## config.mk

```make
export PLATFORM = sky130hd
export DESIGN_NAME = data_mem_access_flat
export DESIGN_NICKNAME = d
export VERILOG_FILES = /design/src/rtl/data_mem_access_pkg.sv /design/src/rtl/data_mem_access_if.sv /design/src/rtl/data_mem_access_load_align.sv /design/src/rtl/data_mem_access.sv /design/src/flat_wrapper.sv
export SDC_FILE = /design/constraint.sdc
export NUM_CORES = 1
export LEC_CHECK = 0
export ABC_AREA = 1
export BUFFER_PORTS_ARGS = -buffer_cell sky130_fd_sc_hd__buf_2
export CORE_UTILIZATION = 25
export DETAILED_ROUTE_END_ITERATION = 7
export PLACE_DENSITY = 0.56
export SLEW_MARGIN = 20
export SYNTH_ARGS = -nofsm -noshare
export SYNTH_HDL_FRONTEND = slang
export SYNTH_HIERARCHICAL = 1
export SYNTH_SLANG_ARGS = --single-unit
```

## constraint.sdc

```tcl
create_clock -name Clk -period 2.3 [get_ports Clk]
set_input_delay 0.46 -clock Clk [delete_from_list [all_inputs] [get_ports Clk]]
set_output_delay 0.46 -clock Clk [all_outputs]
set_load 0.005 [all_outputs]
```

## src/rtl/data_mem_access_pkg.sv

```systemverilog
// data_mem_access_pkg: shared size/lane encodings and FSM states for the MEM-stage data-memory controller.
package data_mem_access_pkg;
    localparam logic [1:0] SIZE_BYTE = 2'b00;
    localparam logic [1:0] SIZE_HALF = 2'b01;
    localparam logic [1:0] SIZE_WORD = 2'b10;

    localparam logic [3:0] BE_WORD = 4'b1111;
    localparam logic [3:0] BE_HI   = 4'b1100;
    localparam logic [3:0] BE_LO   = 4'b0011;
    localparam logic [3:0] BE_B0   = 4'b1000;

    typedef enum logic {ST_IDLE = 1'b0, ST_BUSY = 1'b1} state_t;

    // Size 11 decodes as word, so any size with bit 1 set needs a zero offset.
    function automatic logic misaligned(input logic [1:0] size, input logic [1:0] a);
        return (size == SIZE_HALF) ? a[0] : (size[1] && a != 2'b00);
    endfunction
endpackage

```

## src/rtl/data_mem_access_if.sv

```systemverilog
// data_mem_access_if: request/acknowledge data-memory port; master = controller, slave = memory.
interface data_mem_access_if;
    logic        Dmem_Req;
    logic        Dmem_We;
    logic [31:0] Dmem_Addr;
    logic [3:0]  Dmem_Be;
    logic [31:0] Dmem_Wdata;
    logic        Dmem_Ack;
    logic [31:0] Dmem_Rdata;

    modport master(output Dmem_Req, Dmem_We, Dmem_Addr, Dmem_Be, Dmem_Wdata, input Dmem_Ack, Dmem_Rdata);
    modport slave(input Dmem_Req, Dmem_We, Dmem_Addr, Dmem_Be, Dmem_Wdata, output Dmem_Ack, Dmem_Rdata);
endinterface

```

## src/rtl/data_mem_access_load_align.sv

```systemverilog
// dmem_load_align: picks the big-endian byte/half lane out of a read word and sign- or zero-extends it.
module dmem_load_align
    import data_mem_access_pkg::*;
(
    input  logic [31:0] rdata,
    input  logic [1:0]  size,
    input  logic        uns,
    input  logic [1:0]  a,
    output logic [31:0] data
);
    logic [7:0]  b;
    logic [15:0] h;

    // Offset 0 is the most significant byte, so shift right by 8*(3-a).
    always_comb begin
        b = 8'(rdata >> {~a, 3'b000});
        h = a[1] ? rdata[15:0] : rdata[31:16];
        data = (size == SIZE_BYTE) ? {{24{b[7] & ~uns}}, b}
             : (size == SIZE_HALF) ? {{16{h[15] & ~uns}}, h}
             : rdata;
    end
endmodule

```

## src/rtl/data_mem_access.sv

```systemverilog
// data_mem_access: MEM-stage load/store controller; one req/ack transaction per access,
// pipeline stall while outstanding, aligned/extended load result registered for WB.
module data_mem_access
    import data_mem_access_pkg::*;
#(
    parameter int TIMEOUT_CYCLES = 64
) (
    input  logic        Clk,
    input  logic        Reset_n,
    input  logic        MemRead_MEM,
    input  logic        MemWrite_MEM,
    input  logic [1:0]  Mem_Size_MEM,
    input  logic        Mem_Unsigned_MEM,
    input  logic [31:0] ALU_Result_MEM,
    input  logic [31:0] Write_Data_MUX_MEM,
    data_mem_access_if.master dmem,
    output logic        Stall_MEM,
    output logic [31:0] Read_Data_WB,
    output logic        Load_Valid_WB,
    output logic        Misaligned_Exc,
    output logic        Bus_Err
);
    localparam logic [7:0] CNT_LAST = 8'(TIMEOUT_CYCLES - 1);

    state_t      state, state_nxt;
    logic [7:0]  cnt;
    logic [1:0]  sz_q, a_q;
    logic        uns_q;
    logic [1:0]  a;
    logic        access, mis, start, done, tmo;
    logic [3:0]  be;
    logic [31:0] wdata, load_data;

    always_comb begin
        a = ALU_Result_MEM[1:0];
        access = MemRead_MEM | MemWrite_MEM;
        mis = misaligned(Mem_Size_MEM, a);
        start = state == ST_IDLE && access && !mis;
        done = state == ST_BUSY && dmem.Dmem_Ack;
        tmo = cnt == CNT_LAST;
        be = (Mem_Size_MEM == SIZE_BYTE) ? BE_B0 >> a
           : (Mem_Size_MEM == SIZE_HALF) ? (a[1] ? BE_LO : BE_HI)
           : BE_WORD;
        wdata = (Mem_Size_MEM == SIZE_BYTE) ? {4{Write_Data_MUX_MEM[7:0]}}
              : (Mem_Size_MEM == SIZE_HALF) ? {2{Write_Data_MUX_MEM[15:0]}}
              : Write_Data_MUX_MEM;
    end

    always_ff @(posedge Clk or negedge Reset_n) begin
        if (!Reset_n) state <= ST_IDLE;
        else state <= state_nxt;
    end

    always_comb begin
        state_nxt = (state == ST_IDLE) ? (start ? ST_BUSY : ST_IDLE)
                  : ((dmem.Dmem_Ack || tmo) ? ST_IDLE : ST_BUSY);
    end

    // Stall is forced low while in reset even if the MEM inputs show an access.
    always_comb begin
        dmem.Dmem_Req = state == ST_BUSY;
        Stall_MEM = Reset_n && (start || (state == ST_BUSY && !dmem.Dmem_Ack && !tmo));
    end

    dmem_load_align u_align (
        .rdata(dmem.Dmem_Rdata),
        .size (sz_q),
        .uns  (uns_q),
        .a    (a_q),
        .data (load_data)
    );

    always_ff @(posedge Clk or negedge Reset_n) begin
        if (!Reset_n) begin
            cnt <= '0;
            sz_q <= '0;
            a_q <= '0;
            uns_q <= 1'b0;
            dmem.Dmem_We <= 1'b0;
            dmem.Dmem_Addr <= '0;
            dmem.Dmem_Be <= '0;
            dmem.Dmem_Wdata <= '0;
            Read_Data_WB <= '0;
            Load_Valid_WB <= 1'b0;
            Misaligned_Exc <= 1'b0;
            Bus_Err <= 1'b0;
        end else begin
            cnt <= (state == ST_BUSY) ? cnt + 8'd1 : 8'd0;
            Load_Valid_WB <= done && !dmem.Dmem_We;
            Bus_Err <= state == ST_BUSY && !dmem.Dmem_Ack && tmo;
            Misaligned_Exc <= state == ST_IDLE && access && mis;
            if (start) begin
                sz_q <= Mem_Size_MEM;
                a_q <= a;
                uns_q <= Mem_Unsigned_MEM;
                dmem.Dmem_We <= MemWrite_MEM && !MemRead_MEM;
                dmem.Dmem_Addr <= {ALU_Result_MEM[31:2], 2'b00};
                dmem.Dmem_Be <= be;
                dmem.Dmem_Wdata <= wdata;
            end
            if (done && !dmem.Dmem_We) Read_Data_WB <= load_data;
            else if (state == ST_BUSY && !dmem.Dmem_Ack && tmo) Read_Data_WB <= '0;
        end
    end
endmodule
```

## src/flat_wrapper.sv

```systemverilog
// flat-port wrapper written by rule: the top's interface ports become plain ports
module data_mem_access_flat import data_mem_access_pkg::*;
#(
    parameter int TIMEOUT_CYCLES = 64
)
  (Clk, Reset_n, MemRead_MEM, MemWrite_MEM, Mem_Size_MEM, Mem_Unsigned_MEM, ALU_Result_MEM, Write_Data_MUX_MEM, Stall_MEM, Read_Data_WB, Load_Valid_WB, Misaligned_Exc, Bus_Err, dmem_Dmem_Req, dmem_Dmem_We, dmem_Dmem_Addr, dmem_Dmem_Be, dmem_Dmem_Wdata, dmem_Dmem_Ack, dmem_Dmem_Rdata);
  data_mem_access_if dmem_i ();
  input  logic Clk;
  input  logic Reset_n;
  input  logic MemRead_MEM;
  input  logic MemWrite_MEM;
  input  logic [1:0] Mem_Size_MEM;
  input  logic Mem_Unsigned_MEM;
  input  logic [31:0] ALU_Result_MEM;
  input  logic [31:0] Write_Data_MUX_MEM;
  output logic Stall_MEM;
  output logic [31:0] Read_Data_WB;
  output logic Load_Valid_WB;
  output logic Misaligned_Exc;
  output logic Bus_Err;
  output wire logic [$bits(dmem_i.Dmem_Req)-1:0] dmem_Dmem_Req;
  output wire logic [$bits(dmem_i.Dmem_We)-1:0] dmem_Dmem_We;
  output wire logic [$bits(dmem_i.Dmem_Addr)-1:0] dmem_Dmem_Addr;
  output wire logic [$bits(dmem_i.Dmem_Be)-1:0] dmem_Dmem_Be;
  output wire logic [$bits(dmem_i.Dmem_Wdata)-1:0] dmem_Dmem_Wdata;
  input wire logic [$bits(dmem_i.Dmem_Ack)-1:0] dmem_Dmem_Ack;
  input wire logic [$bits(dmem_i.Dmem_Rdata)-1:0] dmem_Dmem_Rdata;
  assign dmem_Dmem_Req = dmem_i.Dmem_Req;
  assign dmem_Dmem_We = dmem_i.Dmem_We;
  assign dmem_Dmem_Addr = dmem_i.Dmem_Addr;
  assign dmem_Dmem_Be = dmem_i.Dmem_Be;
  assign dmem_Dmem_Wdata = dmem_i.Dmem_Wdata;
  assign dmem_i.Dmem_Ack = dmem_Dmem_Ack;
  assign dmem_i.Dmem_Rdata = dmem_Dmem_Rdata;
  data_mem_access #(.TIMEOUT_CYCLES(TIMEOUT_CYCLES)) u_core (.Clk(Clk), .Reset_n(Reset_n), .MemRead_MEM(MemRead_MEM), .MemWrite_MEM(MemWrite_MEM), .Mem_Size_MEM(Mem_Size_MEM), .Mem_Unsigned_MEM(Mem_Unsigned_MEM), .ALU_Result_MEM(ALU_Result_MEM), .Write_Data_MUX_MEM(Write_Data_MUX_MEM), .dmem(dmem_i), .Stall_MEM(Stall_MEM), .Read_Data_WB(Read_Data_WB), .Load_Valid_WB(Load_Valid_WB), .Misaligned_Exc(Misaligned_Exc), .Bus_Err(Bus_Err));
endmodule
```

==> impl_metrics.yaml <==
outcome:
  status: "complete, no violations"
clock_tree:
  htreeDepth: 4
  postCtsHoldBufs: 0
  postCtsSetupBuffers: 0
  post_cts_resized: 0
  cts_root_buf: "clkbuf_16"
  clk_pin_slew_worst_paths_ns: 0.06
  cts_buffers: 17
  clkSinkCount: 116
  cts_tree: "done"
  insertion_delay_ns: 0.41
  cts_buffer_depth: 2
setup_path:
  critPathLaunchType: "flip-flop"
  worstPathMaxFanout: 12
  worstSetupPathType: "reg2out"
  worstPathRequired_ns: 1.84
  critPathArrivalTime_ns: 1.58
  cp-end-kind: "output pin"
die:
  die_w_um: 157
  die_area_um2: 24700
  std_cell_rows: 56
  core_um2: 23500
  start_util: 0.256
  io_pins: 210
  dieHeight_um: 157
power_and_ir_drop:
  p_int_w: 0.00532
  vdd.ir_drop.worst_v: 0.000334
  p_leak_nw: 4.60
  pwr-share-comb: 0.303
  seqPwrFrac: 0.373
  p_sw_frac: 0.346
  switching_power_w: 0.00281
  p_total_w: 0.00813
  power.density_nw_per_um2: 1040
  pwr-share-clk: 0.323
sta:
  fin_worst_skew_ns: 0.00750
  holdWs_ns: 0.173
  finalSetupViolations: 0
  drv_slew: 0
  worst_slack_ns: 0.263
  relSlewSlack: 0.560
  hold_violations: 0
  worst_pin_slew_ns: 0.660
  fin_crit_sh: 0.886
  fin_setup_tns_ns: 0
  clock.fmax_mhz: 491
  layout_min_cycle_time_ns: 2.04
  rsz0062_at_grt: "false"
cells_and_area:
  mostFrequentLayoutCells: "nand2_1 (406), buf_2 (206), dfrtp_1 (116)"
  final_common_cell: "nand2_1"
  drive_above_1_share: 0.279
  final.fill_count: 2608
  syn_to_final_growth_pct: 30.2
  layout.nets: 1116
  diodes: 0
logic_synthesis:
  synth_seq_cells: 116
  synthMuxAreaShare: 0
  post_synth_and_or_nand_nor_area_fraction: 0.373
  avgSynthCellArea_um2: 7.35
  seq_area_frac_synth: 0.482
  synth_top_family_by_area: "simple AND/OR/NAND/NOR gates"
  ys_warn_count: 6
  synth_compound_area_frac: 0.0411
  synth-async-reset-ratio: 1.00
  syn_area_um2: 6020
  synthAdderAreaFrac: 0.00208
  ys.flop_type: "dfrtp_1"
  syn_inst: 819
  synth_edf_count: 0
  yosysUniqueCellTypes: 27
  yosys.area_share.xor_xnor: 0
global_routing:
  grt_pass1_wl_um: 28100
  antenna_found_initial: 0
  grt_start_max_net_pins: 117
  grt_usage: 0.147
  grt-ovfl-total: 0
  grt_pass1_vias: 5376
placed_design:
  dp_hpwl_um: 12400
  place_ws_ns: 0.369
  port_buffers: 207
  gp_congestion: 0.852
drt:
  drc: 0
  dr.pass1.iters: 4
  ant_nets: 0
  viasPerCell: 4.24
  drt_iter0_drc: 310
  wl_per_cell_um: 13.2
  num_vias: 5689
  finalWirelength_um: 17700
job:
  maxCapViolations: 0
min_path:
  hp-class: "in2async"
==> path summary, 6_finish.rpt <==
| path | start | end | slack, ns | depth (start not counted) |
|---|---|---|---|---|
| worst min-delay path | Reset_n | u_core/Bus_Err | 0.17 | 2 |
| worst min register to register | u_core/cnt[0] | u_core/cnt[0] | 0.46 | 1 |
| max in group asynchronous | Reset_n | u_core/dmem.Dmem_Be[1] | 1.64 | 2 |
| worst max register to register | u_core/a_q[1] | u_core/Read_Data_WB[9] | 0.49 | 8 |
| min in group Clk | ALU_Result_MEM[30] | u_core/dmem.Dmem_Addr[30] | 0.24 | 3 |
| worst max-delay path | u_core/dmem.Dmem_Req | Stall_MEM | 0.26 | 5 |
==> power groups by stage <==
stage | registers, W | logic [W] | clock network (W)
finish | 0.00304 | 0.00247 | 0.00263
global route | 0.00312 | 0.00283 | 0.00281
CTS | 0.00305 | 0.00252 | 0.00273
detailed placement | 0.00306 | 0.00253 | 0
global placement | 0.00307 | 0.00248 | 0
floorplan | 0.00306 | 0.00150 | 0
==> final cells by class <==
type / count / area, um^2 / area share
Multi-Input combinational cell: 583 / 2510 / 0.321
Tap cell: 319 / 399 / 0.0509
Sequential cell: 116 / 2900 / 0.370
Timing Repair Buffer: 216 / 1140 / 0.146
Clock inverter: 11 / 129 / 0.0164
Inverter: 77 / 300 / 0.0383
Clock buffer: 21 / 450 / 0.0575
==> metal layers <==
| metal | share of wire | global-route usage |
|---|---|---|
| met1 | 0.47 | 0.196 |
| met2 | 0.44 | 0.227 |
| met5 | 0 | 0 |
| met4 | 0.010 | 0.0416 |
| met3 | 0.082 | 0.0465 |
==> per-stage QoR <==
stage          instance area, um^2  instances   util
6_report                      7840       1343  0.333
5_1_grt                       7840       1343  0.333
4_1_cts                       7840       1343  0.333
3_5_place_dp                  7260       1311  0.308
3_3_place_gp                  7260       1311  0.308
2_1_floorplan                 6020        820      -
==> critical path, cell delays in order, from the launching register on <==
cell and delay (ns):
dfrtp_1 0.55, inv_1 0.14, nor2_1 0.14, nand2_1 0.09
a21oi_1 0.12, buf_2 0.13
==> synthesized netlist by cell type (6+ instances only) <==
cell type | count | area [um^2]
o21ai_0 | 36 | 180
buf_6 | 14 | 158
inv_1 | 70 | 263
nand2_1 | 406 | 1520
nor2_1 | 16 | 60.1
clkbuf_1 | 7 | 26.3
dfrtp_1 | 116 | 2900
a21oi_1 | 6 | 30.0
nand2_2 | 25 | 156
nand3_1 | 73 | 365
buf_2 | 19 | 95.1
==> kinds of logic (layout without fill, tap and decap cells) <==
family,count (synthesis),after routing
other,1,2
AOI/OAI and AO/OA,48,48
buffers and inverters,121,325
adders and majority gates,1,1
DFF,116,116
and+or+nand+nor,532,532
==> flip-flops by register name (all words and copies together), names as in the netlist, 2 cells and up <==
signal / flops
u_core/dmem.Dmem_Addr: 30
u_core/Read_Data_WB: 32
u_core/cnt: 8
u_core/dmem.Dmem_Be: 4
u_core/a_q: 2
u_core/dmem.Dmem_Wdata: 32
u_core/sz_q: 2
Note: power is estimated with default switching activity, not from simulation.
